## config.mk

```make
export PLATFORM = sky130hd
export DESIGN_NAME = alu_exec_unit
export DESIGN_NICKNAME = d
export VERILOG_FILES = /design/src/rtl/alu_exec_unit.sv
export SDC_FILE = /design/constraint.sdc
export NUM_CORES = 1
export LEC_CHECK = 0
export BUFFER_PORTS_ARGS = -buffer_cell sky130_fd_sc_hd__buf_2
export CAP_MARGIN = 20
export CELL_PAD_IN_SITES_DETAIL_PLACEMENT = 1
export CELL_PAD_IN_SITES_GLOBAL_PLACEMENT = 1
export CORE_UTILIZATION = 43
export DETAILED_ROUTE_END_ITERATION = 10
export PLACE_DENSITY_LB_ADDON = 0.1
export REMOVE_ABC_BUFFERS = 1
export SETUP_SLACK_MARGIN = 0.02
export SYNTH_ARGS = -nofsm -noshare
export SYNTH_HDL_FRONTEND = slang
export SYNTH_SLANG_ARGS = --single-unit
```

## constraint.sdc

```tcl
create_clock -name clk -period 2.8 [get_ports clk]
set_input_delay 0.42 -clock clk [delete_from_list [all_inputs] [get_ports clk]]
set_output_delay 0.42 -clock clk [all_outputs]
set_load 0.02 [all_outputs]
```

## src/rtl/alu_exec_unit.sv

```systemverilog
// ALU execute unit: single-cycle add/sub/and/or,
// multi-cycle shift-left with valid/ready handshake.
module alu_exec_unit #(
    parameter int WIDTH = 64
) (
    input  logic             clk,
    input  logic             reset,
    input  logic             in_valid,
    output logic             in_ready,
    input  logic [3:0]       Operation,
    input  logic [WIDTH-1:0] a,
    input  logic [WIDTH-1:0] b,
    output logic             out_valid,
    input  logic             out_ready,
    output logic [WIDTH-1:0] result,
    output logic             zero,
    output logic             illegal
);

    localparam int SHW = $clog2(WIDTH);

    localparam logic [3:0] OP_ADD = 4'b0010;
    localparam logic [3:0] OP_SUB = 4'b0110;
    localparam logic [3:0] OP_AND = 4'b0000;
    localparam logic [3:0] OP_OR  = 4'b0001;
    localparam logic [3:0] OP_SLL = 4'b1000;

    typedef enum logic [1:0] {
        IDLE  = 2'd0,
        SHIFT = 2'd1,
        DONE  = 2'd2
    } state_t;

    state_t           state_q;
    state_t           state_d;
    logic [SHW-1:0]   cnt_q;
    logic [WIDTH-1:0] acc_q;
    logic [WIDTH-1:0] result_q;
    logic             zero_q;
    logic             illegal_q;

    logic             accept;
    logic             is_add;
    logic             is_sub;
    logic             is_and;
    logic             is_or;
    logic             is_sll;
    logic             is_legal;
    logic [SHW-1:0]   shamt;
    logic             sll_multi;
    logic [WIDTH-1:0] alu_res;
    logic [WIDTH-1:0] acc_next;
    logic             last_shift;

    assign accept     = in_valid && (state_q == IDLE);
    assign shamt      = b[SHW-1:0];
    assign is_add     = (Operation == OP_ADD);
    assign is_sub     = (Operation == OP_SUB);
    assign is_and     = (Operation == OP_AND);
    assign is_or      = (Operation == OP_OR);
    assign is_sll     = (Operation == OP_SLL);
    assign is_legal   = is_add | is_sub | is_and | is_or | is_sll;
    assign sll_multi  = is_sll && (shamt != '0);
    assign acc_next   = {acc_q[WIDTH-2:0], 1'b0};
    assign last_shift = (state_q == SHIFT) && (cnt_q == SHW'(1));

    // Single-cycle result for every op except a nonzero shift
    always_comb begin
        alu_res = '0;
        unique case (1'b1)
            is_add:  alu_res = a + b;
            is_sub:  alu_res = a - b;
            is_and:  alu_res = a & b;
            is_or:   alu_res = a | b;
            is_sll:  alu_res = a;
            default: alu_res = '0;
        endcase
    end

    // State register
    always_ff @(posedge clk or negedge reset) begin
        if (!reset) begin
            state_q <= IDLE;
        end else begin
            state_q <= state_d;
        end
    end

    // Next-state logic
    always_comb begin
        state_d = state_q;
        unique case (state_q)
            IDLE: begin
                if (accept) begin
                    state_d = sll_multi ? SHIFT : DONE;
                end
            end
            SHIFT: begin
                if (cnt_q == SHW'(1)) begin
                    state_d = DONE;
                end
            end
            DONE: begin
                if (out_ready) begin
                    state_d = IDLE;
                end
            end
            default: state_d = IDLE;
        endcase
    end

    // Handshake outputs decoded from state
    always_comb begin
        in_ready  = 1'b0;
        out_valid = 1'b0;
        unique case (state_q)
            IDLE:    in_ready  = 1'b1;
            DONE:    out_valid = 1'b1;
            default: begin
                in_ready  = 1'b0;
                out_valid = 1'b0;
            end
        endcase
    end

    // Shift accumulator and remaining-count register
    always_ff @(posedge clk or negedge reset) begin
        if (!reset) begin
            acc_q <= '0;
            cnt_q <= '0;
        end else if (accept && sll_multi) begin
            acc_q <= a;
            cnt_q <= shamt;
        end else if (state_q == SHIFT) begin
            acc_q <= acc_next;
            cnt_q <= cnt_q - SHW'(1);
        end
    end

    // Result flags change only on entry to DONE
    always_ff @(posedge clk or negedge reset) begin
        if (!reset) begin
            result_q  <= '0;
            zero_q    <= 1'b0;
            illegal_q <= 1'b0;
        end else if (accept && !sll_multi) begin
            result_q  <= alu_res;
            zero_q    <= (alu_res == '0);
            illegal_q <= !is_legal;
        end else if (last_shift) begin
            result_q  <= acc_next;
            zero_q    <= (acc_next == '0);
            illegal_q <= 1'b0;
        end
    end

    assign result  = result_q;
    assign zero    = zero_q;
    assign illegal = illegal_q;

endmodule

```

==> impl_metrics.py, run 1 <==
metrics = {
    "die": {
        "initial_utilization_pct": 44.2,
        "row_count": 64,
        "die_h_um": 180,
        "die_w_um": 180,
        "pin_count": 204,
    },
    "synthesis": {
        "synth_edf_count": 0,
        "avgSynthCellArea_um2": 7.26,
        "synthMuxAreaShare_pct": 1.31,
        "synthSimpleGateAreaFrac_pct": 24.6,
        "synth-xor-area-share_pct": 6.41,
        "synth_area_leaders": "dfrtp_1 (25%), nand2_1 (9.4%), o21ai_0 (7.3%)",
        "ys_seq_area_share_pct": 25.1,
        "synth_cells": 1884,
        "async_flop_share_pct": 100,
        "ys_types": 83,
        "synth_compound_area_share_pct": 32.1,
        "synth_area_um2": 13700,
        "ys_ff_latch": 137,
        "yosys.area_share.adder_pct": 6.37,
        "synth_top_family_by_area": "compound AO/OA/AOI/OAI gates",
        "synthFlopType": "dfrtp_1",
        "yosysTopAreaCell": "dfrtp_1",
        "yosys.area.top_type_share_pct": 25.1,
        "yosysWarnings": 0,
    },
    "status": {
        "failing_step": "clock tree synthesis (4_1_cts)",
        "outcome": "did not finish",
        "error": "[ERROR DPL-0033] detailed placement checks failed during check placement.",
    },
    "clock_network": {
        "h-tree-depth": 4,
        "cts_buffers": 17,
        "clockBufferDepth": 2,
        "root_buffer": "clkbuf_16",
        "cts_resized": 529,
        "post-cts-setup-buffers": 86,
        "hold_buffers": 1,
        "cts.sinks": 137,
    },
    "place": {
        "port_buffers": 203,
        "dp_cells": 2988,
        "place_hpwl_um": 66100,
        "gp_congestion": 1.03,
    },
}
-- per-stage QoR --
step | cell area [um2] | setup slack, ns | util (%) | hold slack, ns | TNS, ns
after detailed placement | 19600 | -3.51 | 63.5 | 0.460 | -129.78
after global placement | 19600 | -3.08 | 63.5 | 0.448 | -103.09
after floorplan | 13200 | -6.02 | - | 0.124 | -476.72
-- Yosys cell counts (all sizes together) (8+ instances only) --
cell,instances
a211oi,11
a21o,22
a21oi,188
a22oi,80
a31oi,33
and2,8
and3,19
and4,11
buf,22
clkbuf,102
dfrtp,137
ha,68
inv,22
mux2i,10
nand2,341
nand2b,17
nand3,28
nand4,48
nor2,113
nor3,40
nor4,36
o211a,9
o211ai,28
o21a,22
o21ai,201
o21bai,13
o31ai,13
or3,21
xnor2,55
xor2,45
-- logic make-up after synthesis --
kind of cell,Yosys count
adders and majority gates,69
xor gates and xnor gates,100
buffers and inverters,147
muxes,17
and+or+nand+nor,716
DFF,137
AOI/OAI and AO/OA,698
==> inputs of run 2 (changes only) <==
Settings changed: CELL_PAD_IN_SITES_DETAIL_PLACEMENT 1 to unset, CELL_PAD_IN_SITES_GLOBAL_PLACEMENT 1 to unset, CORE_UTILIZATION 43 to 40, PLACE_DENSITY_LB_ADDON 0.1 to 0.15, SETUP_SLACK_MARGIN 0.02 to unset.
==> run 2 against run 1 <==
  * The flow now finishes, with violations (negative hold slack, negative setup slack)
  * Synthesized cell count did not move
  * Area after synthesis did not move
==> impl_metrics.py, run 2 <==
metrics = {
    "status": {
        "outcome": "finished with violations",
        "violations": "negative hold slack, negative setup slack",
    },
    "synthesis": {
        "yosys.area_share.adder_pct": 6.37,
        "synth_top_family_by_area": "compound AO/OA/AOI/OAI gates",
        "synth-xor-area-share_pct": 6.41,
        "synth_cells": 1884,
        "ys_types": 83,
        "synth_area_um2": 13700,
        "avgSynthCellArea_um2": 7.26,
        "yosysMostFrequentCell": "nand2_1",
        "synth_area_leaders": "dfrtp_1 (25%), nand2_1 (9.4%), o21ai_0 (7.3%)",
        "synthSimpleGateAreaFrac_pct": 24.6,
        "ys_seq_area_share_pct": 25.1,
        "async_flop_share_pct": 100,
        "ys_ff_latch": 137,
        "synthMuxAreaShare_pct": 1.31,
        "yosysWarnings": 0,
        "synthFlopType": "dfrtp_1",
        "yosys.area.top_type_share_pct": 25.1,
        "synth_commonest_cells": "nand2_1 (341), o21ai_0 (199), a21oi_1 (187)",
        "synth_edf_count": 0,
        "synth_compound_area_share_pct": 32.1,
        "yosysTopAreaCell": "dfrtp_1",
    },
    "power_and_ir_drop": {
        "power_mw": 13.2,
        "static-leakage-power_nw": 11.1,
        "vdd_ir_drop_max_mv": 0.464,
        "power.density_nw_per_um2": 550,
    },
    "cells_and_area": {
        "num_antenna_cells": 0,
        "finalNetCount": 2902,
        "final-seq-area_um2": 3430,
        "largest_reg_flops": 64,
        "drive_above_1_share_pct": 49.8,
        "final_common_cell": "buf_4",
        "areaGrowthSynthToFinish_pct": 74.9,
        "final_core_util_pct": 71.2,
        "final_cell_area_um2": 23900,
        "nFillCells": 2715,
        "multi_input_area_um2": 12200,
        "most-common-layout-cells": "buf_4 (596), nand2_1 (311), buf_2 (190)",
    },
    "routing": {
        "dr.pass1.iters": 6,
        "viasPerCell": 6.07,
        "routed.top_layer": "met5",
        "ant_nets": 0,
        "wl_met3_um": 6640,
        "drt_wl_total_um": 72600,
        "drc_errors": 0,
        "routedWlPerCell_um": 23.0,
        "via_count": 19170,
        "drt_iter0_drc": 2291,
        "dr_wl_met2_um": 32000,
        "wl_met1_um": 31400,
    },
    "die": {
        "initial_utilization_pct": 40.7,
        "row_count": 67,
        "die_h_um": 187,
        "die_w_um": 187,
        "core_um2": 33600,
        "pin_count": 204,
        "dieArea_um2": 34900,
    },
    "setup_path": {
        "cp_slowest_cell": "or4_4",
        "critPathTopFamily": "simple AND/OR/NAND/NOR gates",
        "critical_path_class": "in2reg",
        "cp_data_arrival_time_ns": 5.36,
        "critPathLaunchType": "primary input",
        "cp.required_ns": 3.17,
        "cp-end-kind": "register",
        "cpPeakStageDelay_ns": 0.56,
        "path_buf_inv": 5,
        "path_max_fanout": 3,
        "worstPathCellList": "buf_6 > or4_4 > nand2b_4 > or4_4 > nor4b_4 > buf_6 > nand2_4 > o21ai_2 > xor2_1 > ha_1 > and4_4 > nand2_2 > or4b_4 > buf_4 > buf_4 > buf_6 > nand4_1 > o21ai_1 > a211oi_2 > nand4_1 > nor4_2 > nand4_1 > o41ai_2",
    },
    "clock_network": {
        "h-tree-depth": 4,
        "clk_pin_slew_ns": 0.06,
        "root_buffer": "clkbuf_16",
        "cts_buffers": 17,
        "cts_tree": "yes",
        "clk_latency_ns": 0.46,
        "clockBufferDepth": 2,
        "cts.sinks": 137,
    },
    "hold_path": {
        "hold_path_class": "in2async",
    },
    "timing": {
        "fin_crit_sh_pct": 178,
        "hold_viol": 25,
        "holdWs_ns": -0.0382,
        "worst-slew-pin-transition_ns": 0.718,
        "relSlewSlack_pct": 52.1,
        "min_period_ns": 5.00,
        "finClkSkew_ns": 0.0120,
        "slew_viol_final": 0,
        "fin_ws_ns": -2.20,
        "fmax_mhz": 200,
        "rsz0062_at_grt": "yes",
        "setup_viol": 54,
    },
    "run": {
        "cap_violations": 0,
    },
    "grt": {
        "antenna_found_initial": 3,
        "gr-usage-all-layers_pct": 39.7,
        "globalRouteOverflowTotal": 0,
        "grt_pass1_wl_um": 106000,
        "grt_max_degree": 68,
        "grt_pass1_vias": 17932,
    },
    "place": {
        "port_buffers": 203,
        "gp_congestion": 1.00,
        "placed_cell_area_um2": 19600,
        "place_hpwl_um": 54200,
    },
}
run 2: cell counts after synthesis:
No cell type changed its count.
run 2: timing repair:
item / CTS / global route
hold endpoints to repair: 0 / 0
endpoints found under the setup margin: 57 / 58
pin swaps: 177 / 156
resized for setup: 491 / 230
hold buffers: 0 / 0
gates cloned: 0 / 0
buffers inserted: 94 / 60
run 2: final timing paths:
| kind | from | end | slack, ns | cells past startpoint |
|---|---|---|---|---|
| hold reg to reg | result[8]$_DFFE_PN0P_ | result[8]$_DFFE_PN0P_ | 0.49 | 2 |
| hold / removal | reset | result[57]$_DFFE_PN0P_ | -0.04 | 1 |
| setup / recovery | b[21] | zero$_DFFE_PN0P_ | -2.20 | 23 |
| setup reg to reg | state_q[0]$_DFFE_PN0P_ | zero$_DFFE_PN0P_ | 0.40 | 8 |
| min in group clk | a[33] | acc_q[33]$_DFFE_PN0P_ | 0.25 | 3 |
| max in group asynchronous | reset | result[49]$_DFFE_PN0P_ | 1.98 | 2 |
run 2: stage by stage:
stage | TNS (ns) | std cells | hold slack (ns) | setup slack, ns
CTS | -55.22 | 3128 | 0.00231 | -2.02
finish | -62.59 | 3157 | -0.0382 | -2.20
global placement | -105.64 | 3027 | 0.473 | -3.03
detailed placement | -106.10 | 3027 | 0.481 | -3.13
global route | -68.73 | 3157 | 0.0249 | -2.32
floorplan | -476.72 | 1760 | 0.124 | -6.02
run 2: kinds of logic after synthesis:
family                   Yosys count
AO/OA/AOI/OAI                    698
AND/OR/NAND/NOR                  716
buffers and inverters            147
multiplexers                      17
XOR/XNOR                         100
flip-flops                       137
adder cells (fa/ha/maj)           69
run 2: final cells by class:
cell class                      instances  area share, %
Clock buffer                           20           1.91
Clock inverter                         11          0.507
Inverter                               23          0.382
Multi-Input combinational cell       1600           50.8
Sequential cell                       137           14.3
Tap cell                              448           2.34
Timing Repair Buffer                  918           29.7
run 2: per-layer routing:
metal	GRT usage, %	up-vias
met5	0	-
met1	56.5	9337
met3	6.57	170
li1	-	8650
met4	12.7	4
met2	61.1	1009
run 2: where the power goes:
| part | switching, mW | internal, mW | leakage (nW) |
|---|---|---|---|
| combinational | 3.93 | 3.18 | 9.03 |
| clock | 0.974 | 1.35 | 0.282 |
| sequential | 0.898 | 2.83 | 1.75 |
(Power assumes the default switching activity.)
